**src/rtl/i2c_pkg.sv**
```systemverilog
// rtl/i2c_pkg.sv - shared types and constants for the I2C register-write initiator
// Also holds the per-quarter SCL/SDA drive table used by the FSM.
package i2c_pkg;

  typedef enum logic [3:0] {
    ST_IDLE,
    ST_START,
    ST_ADDR,
    ST_ADDR_ACK,
    ST_REG,
    ST_REG_ACK,
    ST_DATA,
    ST_DATA_ACK,
    ST_STOP
  } state_t;

  localparam logic [1:0] Q0 = 2'd0;
  localparam logic [1:0] Q1 = 2'd1;
  localparam logic [1:0] Q2 = 2'd2;
  localparam logic [1:0] Q3 = 2'd3;

  localparam logic ACK  = 1'b0;
  localparam logic NACK = 1'b1;

  localparam logic [6:0] DEFAULT_DEV_ADDR = 7'h6A;

  // Returns {scl_oe, sda_oe} for quarter ph of a bit in state st; 1 pulls the line low.
  function automatic logic [1:0] line_drive(input state_t st, input logic [1:0] ph,
                                            input logic tx_bit);
    logic scl_low;
    logic sda_low;
    scl_low = 1'b0;
    sda_low = 1'b0;
    case (st)
      ST_START: begin
        scl_low = 1'b0;
        sda_low = (ph >= Q2);
      end
      ST_ADDR, ST_REG, ST_DATA: begin
        scl_low = (ph <= Q1);
        sda_low = ~tx_bit;
      end
      ST_ADDR_ACK, ST_REG_ACK, ST_DATA_ACK: begin
        scl_low = (ph <= Q1);
        sda_low = 1'b0;
      end
      ST_STOP: begin
        scl_low = (ph == Q0);
        sda_low = (ph <= Q1);
      end
      default: begin
        scl_low = 1'b0;
        sda_low = 1'b0;
      end
    endcase
    return {scl_low, sda_low};
  endfunction

endpackage

```
**src/rtl/i2c_bit_timer.sv**
```systemverilog
// rtl/i2c_bit_timer.sv - SCL quarter-period timer with clock-stretch hold
// Counts CLK_DIV cycles per quarter, walks phases Q0..Q3 and flags quarter boundaries.
module i2c_bit_timer
  import i2c_pkg::*;
#(
  parameter int CLK_DIV = 125
) (
  input  logic       clk,
  input  logic       rst,
  input  logic       run,
  input  logic       scl_i,
  output logic [1:0] phase,
  output logic       q_first,
  output logic       q_last,
  output logic       q_pre_last
);

  localparam int CW = $clog2(CLK_DIV);

  logic [CW-1:0] cnt;
  logic          hold;

  // A slave holding SCL low at Q2 entry freezes the count, so Q2 restarts once SCL rises.
  assign hold = (phase == Q2) && (cnt == '0) && !scl_i;

  always_ff @(posedge clk) begin
    if (rst || !run) begin
      cnt   <= '0;
      phase <= Q0;
    end else if (!hold) begin
      if (cnt == CW'(CLK_DIV - 1)) begin
        cnt   <= '0;
        phase <= phase + 2'd1;
      end else begin
        cnt <= cnt + 1'b1;
      end
    end
  end

  assign q_first    = run && (cnt == '0);
  assign q_last     = run && (cnt == CW'(CLK_DIV - 1));
  assign q_pre_last = run && (cnt == CW'(CLK_DIV - 2));

endmodule

```
**src/rtl/i2c_master_writer.sv**
```systemverilog
// rtl/i2c_master_writer.sv - single-master I2C register-write initiator
// START, {dev,W}, reg, N data bytes, STOP; aborts to STOP on any NACK.
module i2c_master_writer
  import i2c_pkg::*;
#(
  parameter int CLK_DIV   = 125,
  parameter int MAX_BYTES = 16
) (
  input  logic       clk,
  input  logic       rst,
  input  logic       start,
  input  logic [6:0] dev_addr,
  input  logic [7:0] reg_addr,
  input  logic [4:0] byte_count,
  input  logic [7:0] wr_data,
  output logic [4:0] data_idx,
  output logic       data_ld,
  output logic       busy,
  output logic       done,
  output logic       ack_error,
  output logic       scl_oe,
  input  logic       scl_i,
  output logic       sda_oe,
  input  logic       sda_i
);

  state_t     state;
  logic [7:0] sr;
  logic [3:0] bit_cnt;
  logic [4:0] n_bytes;
  logic [6:0] dev_q;
  logic [7:0] reg_q;
  logic       more;
  logic       ack_bit;

  logic [1:0] phase;
  logic       q_first;
  logic       q_last;
  logic       q_pre_last;
  logic       bit_last;
  logic       in_ack;
  logic [4:0] n_clamped;

  i2c_bit_timer #(.CLK_DIV(CLK_DIV)) u_timer (
    .clk        (clk),
    .rst        (rst),
    .run        (state != ST_IDLE),
    .scl_i      (scl_i),
    .phase      (phase),
    .q_first    (q_first),
    .q_last     (q_last),
    .q_pre_last (q_pre_last)
  );

  assign bit_last  = q_last && (phase == Q3);
  assign in_ack    = state inside {ST_ADDR_ACK, ST_REG_ACK, ST_DATA_ACK};
  assign n_clamped = (byte_count > 5'(MAX_BYTES)) ? 5'(MAX_BYTES) : byte_count;

  always_ff @(posedge clk) begin
    if (rst) begin
      state     <= ST_IDLE;
      busy      <= 1'b0;
      done      <= 1'b0;
      ack_error <= 1'b0;
      data_ld   <= 1'b0;
      data_idx  <= '0;
      scl_oe    <= 1'b0;
      sda_oe    <= 1'b0;
      sr        <= '0;
      bit_cnt   <= '0;
      n_bytes   <= '0;
      dev_q     <= DEFAULT_DEV_ADDR;
      reg_q     <= '0;
      more      <= 1'b0;
      ack_bit   <= ACK;
    end else begin
      done    <= 1'b0;
      data_ld <= 1'b0;
      if (state == ST_IDLE) begin
        if (start) begin
          state              <= ST_START;
          busy               <= 1'b1;
          ack_error          <= 1'b0;
          dev_q              <= dev_addr;
          reg_q              <= reg_addr;
          n_bytes            <= n_clamped;
          data_idx           <= '0;
          bit_cnt            <= '0;
          more               <= 1'b0;
          {scl_oe, sda_oe}   <= line_drive(ST_START, Q0, 1'b1);
        end
      end else begin
        if (in_ack && (phase == Q3) && q_first)
          ack_bit <= sda_i;

        // Fetch the next byte in the final cycle of the ACK bit that precedes it.
        if ((state == ST_REG_ACK || state == ST_DATA_ACK) && (phase == Q3) && q_pre_last &&
            more && (ack_bit == ACK))
          data_ld <= 1'b1;

        if (q_last && (phase != Q3))
          {scl_oe, sda_oe} <= line_drive(state, phase + 2'd1, sr[7]);

        if (bit_last) begin
          case (state)
            ST_START: begin
              state            <= ST_ADDR;
              sr               <= {dev_q, 1'b0};
              bit_cnt          <= '0;
              {scl_oe, sda_oe} <= line_drive(ST_ADDR, Q0, dev_q[6]);
            end
            ST_ADDR, ST_REG, ST_DATA: begin
              if (bit_cnt == 4'd7) begin
                bit_cnt <= '0;
                case (state)
                  ST_ADDR: state <= ST_ADDR_ACK;
                  ST_REG: begin
                    state <= ST_REG_ACK;
                    more  <= (n_bytes != 5'd0);
                  end
                  default: begin
                    state <= ST_DATA_ACK;
                    more  <= (data_idx != n_bytes - 5'd1);
                    if (data_idx != n_bytes - 5'd1)
                      data_idx <= data_idx + 5'd1;
                  end
                endcase
                {scl_oe, sda_oe} <= line_drive(ST_DATA_ACK, Q0, 1'b1);
              end else begin
                sr               <= {sr[6:0], 1'b0};
                bit_cnt          <= bit_cnt + 4'd1;
                {scl_oe, sda_oe} <= line_drive(state, Q0, sr[6]);
              end
            end
            ST_ADDR_ACK, ST_REG_ACK, ST_DATA_ACK: begin
              if (ack_bit == NACK) begin
                ack_error        <= 1'b1;
                state            <= ST_STOP;
                {scl_oe, sda_oe} <= line_drive(ST_STOP, Q0, 1'b1);
              end else if (state == ST_ADDR_ACK) begin
                state            <= ST_REG;
                sr               <= reg_q;
                {scl_oe, sda_oe} <= line_drive(ST_REG, Q0, reg_q[7]);
              end else if (more) begin
                state            <= ST_DATA;
                sr               <= wr_data;
                {scl_oe, sda_oe} <= line_drive(ST_DATA, Q0, wr_data[7]);
              end else begin
                state            <= ST_STOP;
                {scl_oe, sda_oe} <= line_drive(ST_STOP, Q0, 1'b1);
              end
            end
            default: begin
              state            <= ST_IDLE;
              busy             <= 1'b0;
              done             <= 1'b1;
              {scl_oe, sda_oe} <= 2'b00;
            end
          endcase
        end
      end
    end
  end

endmodule
```
**config.mk**
```make
export PLATFORM = sky130hd
export DESIGN_NAME = i2c_master_writer
export DESIGN_NICKNAME = d
export VERILOG_FILES = /design/src/rtl/i2c_pkg.sv /design/src/rtl/i2c_bit_timer.sv /design/src/rtl/i2c_master_writer.sv
export SDC_FILE = /design/constraint.sdc
export NUM_CORES = 1
export LEC_CHECK = 0
export BUFFER_PORTS_ARGS = -buffer_cell sky130_fd_sc_hd__buf_2
export CAP_MARGIN = 20
export CELL_PAD_IN_SITES_DETAIL_PLACEMENT = 1
export CELL_PAD_IN_SITES_GLOBAL_PLACEMENT = 1
export CORE_MARGIN = 3
export CORE_UTILIZATION = 44
export CTS_BUF_LIST = sky130_fd_sc_hd__clkbuf_8
export CTS_CLUSTER_DIAMETER = 150
export DETAILED_ROUTE_END_ITERATION = 12
export PLACE_DENSITY_LB_ADDON = 0.1
export SLEW_MARGIN = 20
export SYNTH_ARGS = -nofsm -noshare
export SYNTH_HDL_FRONTEND = slang
export SYNTH_SLANG_ARGS = --single-unit
```
**constraint.sdc**
```tcl
create_clock -name clk -period 2.33 [get_ports clk]
set_input_delay 0.1165 -clock clk [delete_from_list [all_inputs] [get_ports clk]]
set_output_delay 0.1165 -clock clk [all_outputs]
set_load 0.02 [all_outputs]
```
=== After elaboration in Yosys (flattened, before gate mapping) ===
Cells that the tools add are included.

* Input port bits: 33
* Bits in registers: 58
* Output and inout port bits: 11

* Magnitude comparators: 3
* Bitwise operators: 9
* Add/sub/neg operators: 5
* Eq/ne operators: 23
* Reductions and logical operators: 50
* Mux-type cells: 58

{| class="wikitable"
|+ Operators by type and width
! kind !! count
|-
| $mux W4 || 11
|-
| $mux W5 || 8
|-
| $mux W8 || 4
|-
| $mux W1 || 26
|-
| $pmux W8 S3 || 1
|-
| $eq A4 B3 Y1 const B || 5
|-
| $eq A7 B7 Y1 const B || 2
|-
| $logic_and A1 B1 Y1 || 13
|-
| $pmux W4 S3 || 1
|-
| $reduce_and A6 Y1 || 2
|-
| $reduce_bool A2 Y1 || 6
|-
| $reduce_bool A3 Y1 || 4
|-
| $ne A2 B2 Y1 const B || 5
|-
| $not A1 Y1 || 9
|-
| $reduce_and A3 Y1 || 3
|-
| $reduce_or A3 Y1 || 3
|-
| $eq A4 B2 Y1 const B || 2
|-
| $pmux W4 S2 || 1
|-
| $reduce_and A2 Y1 || 4
|-
| $add A7 B1 Y7 const B || 1
|-
| $logic_not A7 Y1 || 1
|-
| $mux W7 || 1
|-
| $reduce_or A7 Y1 || 1
|-
| $ne A3 B3 Y1 const B || 2
|-
| 25 further kinds || 32
|}

=== Longest topological paths before layout ===
* Depth after elaboration: 8
* Gate-level depth with buffers: 8
* Mapped depth without buffers: 7

=== Hierarchy ===
A second synthesis with hierarchy kept.

* Cell total of the unflattened synthesis: 397
* Area total of the unflattened synthesis: 3180.6 µm²

{| class="wikitable"
|+ Modules (own cells, without submodules)
! module !! times used !! area an instance (µm²) !! cells each
|-
| i2c_master_writer || 1 || 2635.0 || 334
|-
| i2c_bit_timer || 1 || 545.5 || 63
|}

=== Worst setup path after synthesis ===
Ideal clock, no wire load.

* Path kind: flip-flop to flip-flop
* From: register n_bytes[0]
* To: register data_idx[3]
* Cell stages (with the launch flop): 8
* Setup slack: 349 ps
* Arrival: 1851 ps
* Data required time: 2200 ps
* Clock period less this slack: 1981 ps
* Cells stage by stage: dfxtp_1 > inv_1 > ha_1 > and2b_2 > or3_4 > a311oi_4 > or4_4 > o31ai_2

* Word-level cells in the longest chain between the ends: 4

{| class="wikitable"
|+ RTL lines
! what !! line !! text
|-
| start, declared || i2c_master_writer.sv:30 || <nowiki>logic [4:0] n_bytes;</nowiki>
|-
| start signal, assigned || i2c_master_writer.sv:86 || <nowiki>n_bytes <= n_clamped;</nowiki>
|-
| $sub A5 B1 Y5 || i2c_master_writer.sv:124 || <nowiki>if (data_idx != n_bytes - 5'd1)</nowiki>
|-
| $ne A5 B5 Y1 || i2c_master_writer.sv:124 ||
|-
| $reduce_bool A2 Y1 (no source line) || n/a ||
|-
| $reduce_and A6 Y1 (no source line) || n/a ||
|-
| end signal, assigned || i2c_master_writer.sv:125 || <nowiki>data_idx <= data_idx + 5'd1;</nowiki>
|-
| end, declared || i2c_master_writer.sv:16 || <nowiki>output logic [4:0] data_idx,</nowiki>
|}

Every way passes these cells.
A chain may end at the register's enable or synchronous reset.

=== Worst setup path in the final report ===
Same ends and word-level chain as after synthesis.

==> flow_metrics.tcl <==
set metrics [dict create \
    final_antenna_net_count 0 \
    rsz0062_at_grt "false" \
    syn_inst 379 \
    antenna_found_initial 0 \
    core_sq_um 6570 \
    crit_start "n_bytes[0]" \
    drtIter0Drc 95 \
    netlist.area_leader.share 0.375 \
    synth_edf_count 0 \
    synth_top_area_cell "dfxtp_1" \
    endpoint_kind "flop" \
    async_flop_share 0 \
    grt_overflow 0 \
    cp_max_fo 8 \
    slowest_delay_ns 0.45 \
    critical_path_required_ns 2.55 \
    grt_usage 0.216 \
    slew_headroom 0.548 \
    initial_core_util 0.471 \
    drtPass1Iterations 4 \
    post_cts_buffers 0 \
    ys_warn_count 0 \
    clkTransAtPathRegs_ns 0.07 \
    gp_congestion 0.809 \
    dpl_worst_slack_ns 0.130 \
    hold_violations 0 \
    wl_per_cell_um 15.9 \
    tritoncts "done" \
    r2r_slack_ns 0.14 \
    synth_area_per_cell_sq_um 8.17 \
    crit_type "reg -> reg" \
    ys_seq_area_frac 0.375 \
    rows 29 \
    peakVddDrop_v 0.000414 \
    viasPerCell 5.50 \
    grt_pass1_vias 2983 \
    insertion_delay_ns 0.34 \
    grt_max_degree 34 \
    syn_to_final_growth_pct 19.0 \
    worst_pin_slew_ns 0.679 \
    ys_types 52 \
    ios 44 \
    port_buffers 43 \
    synth.net_count 420 \
    diodes 0 \
    synth.area.top_cells "dfxtp_1 38%, a21oi_1 6.6%, nand2_1 5.7%, nor2_1 4.9%, a211oi_1 4.1%" \
    critPathSlowestCell "a311oi_4" \
    setup_tns_ns 0 \
    dieArea_sq_um 8080 \
    min_period_ns 2.19 \
    r2r_start "n_bytes[0]" \
    clock-root-buffer "clkbuf_8" \
    cp.arrival_ns 2.41 \
    die_y_um 89.9 \
    place_hpwl_mm 6.00 \
    grt_first_pass_wirelength_mm 14.4 \
    p_leak_uw 0.00138 \
    yosysMostFrequentCell "dfxtp_1" \
    drive_gt1_frac 0.211 \
    r2r-end "data_idx[3]" \
    vias 2902 \
    fp.dieW_um 89.9 \
    powerDensity_nw_per_um2 619 \
    setup_viol 0 \
    path_cells "inv_1, ha_1, and2b_2, or3_4, a311oi_4, or4_4, o31ai_2" \
    fin_crit_sh 0.941 \
    htree_levels 3 \
    ys_ff_latch 58 \
    syn_area_sq_um 3100 \
    netlist_top_cells_count "58 x dfxtp_1, 47 x nand2_1, 41 x a21oi_1" \
    drv_slew 0 \
    max_freq_mhz 456 \
    drc 0 \
    nNetsFinal 471 \
    rr_worst_depth 7 \
    ys.flop_type "dfxtp_1" \
    cts_inserted_buffers 9 \
    finalClockSkew_ns 0.00666 \
    cap_violations 0 \
    worst_setup_path_start_kind "flop" \
    wl_mm 8.42 \
    numClockSinks 58 \
    status "complete, no violations" \
    clock_path_buffers 2 \
    post-route-worst-setup-slack_ns 0.138 \
    cts-resized-gates 0 \
    hold_path_class "in -> reg" \
    cp-endpoint "data_idx[3]" \
]
## repair_timing
item,in CTS,in global routing
endpoints found under the hold margin,5,0
hold buffers,5,0
setup endpoints to repair,0,1
## report_power, final
| part | internal (uW) | total [uW] | leakage (uW) | switching [uW] |
|---|---|---|---|---|
| Sequential | 1030 | 1060 | 0.000471 | 32.4 |
| Combinational | 143 | 346 | 0.000805 | 203 |
| Clock | 462 | 870 | 0.000105 | 408 |
## worst max-delay path: cells and delay by family, from the launching register on
kind | cells | cell delay (ns)
and+or+nand+nor | 3 | 0.85
buffers and inverters | 1 | 0.06
AOI/OAI and AO/OA | 2 | 0.52
DFF | 1 | 0.39
adders and majority gates | 1 | 0.24
## cell usage in the layout, fill, tap and decap left out, types with 3 or more instances in the layout
cell type and n:
o21ai_0 5, dlygate4sd3_1 5, mux2i_1 11, xor2_1 6
nor3b_1 5, nand2b_1 5, a31oi_1 4, a21oi_1 41
nor3_1 7, nand3b_1 12, nor2_1 40, nand4_1 3
o211ai_1 3, buf_2 43, xnor2_1 8, buf_4 17
inv_1 9, dfxtp_1 58, ha_1 8, and3_1 4
or3_1 3, clkbuf_8 12, a211oi_1 17, nand2_1 47
o31ai_1 4, nand3_1 18
## layer usage
metal	global-route usage	routed length, um	vias to the layer above
met5	0	0	-
met4	0.0918	210	0
met3	0.0351	269	18
met2	0.354	3990	54
met1	0.281	3940	1381
li1	-	-	1449
## final cells by class
cell class / instances / area [sq um]
flip-flops and latches: 58 / 1160
inverters: 7 / 26.3
clock buffers: 12 / 165
repair buffers: 65 / 393
fillers: 816 / 2890
clock inverters: 4 / 17.5
well taps: 93 / 116
multi-input cells: 289 / 1800
## state kept, by name, summed over array words and instances, names as in the netlist
| name | cells |
|---|---|
| dev_q | 7 |
| scl_oe | 1 |
| data_ld | 1 |
| u_timer.phase | 2 |
| bit_cnt | 4 |
| more | 1 |
| data_idx | 5 |
| ack_error | 1 |
| n_bytes | 5 |
| sr | 8 |
| state | 4 |
| reg_q | 8 |
| sda_oe | 1 |
| u_timer.cnt | 7 |
| done | 1 |
| ack_bit | 1 |
| busy | 1 |
## worst min-delay path by stage
stage                start       end  slack, ns  cells after the start
3_5_place_dp   dev_addr[3]  dev_q[3]       0.33                      3
4_1_cts        reg_addr[6]  reg_q[6]      0.002                      3
3_3_place_gp   dev_addr[5]  dev_q[5]       0.33                      3
6_report       reg_addr[6]  reg_q[6]      0.006                      3
2_1_floorplan  dev_addr[1]  dev_q[1]       0.24                      2
5_1_grt        reg_addr[2]  reg_q[2]       0.02                      3
## through the flow
step	util	hold WS [ns]	instances	area, sq um	power (uW)
detailed placement	0.525	0.332	507	3450	1420
global placement	0.525	0.327	507	3450	1410
global route	0.561	0.0191	528	3680	2390
CTS	0.561	0.00181	528	3680	2300
floorplan	-	0.241	379	3100	1310
finish	0.561	0.00648	528	3680	2280
## logic make-up after synthesis
| logic type | after synthesis | synth area share |
|---|---|---|
| simple gates | 166 | 0.281 |
| compound gates | 90 | 0.192 |
| flops | 58 | 0.375 |
| buf+inv | 32 | 0.0445 |
| xor+xnor | 14 | 0.0396 |
| mux | 11 | 0.0356 |
| fa+ha+maj | 8 | 0.0323 |
(Power assumes the default switching activity.)
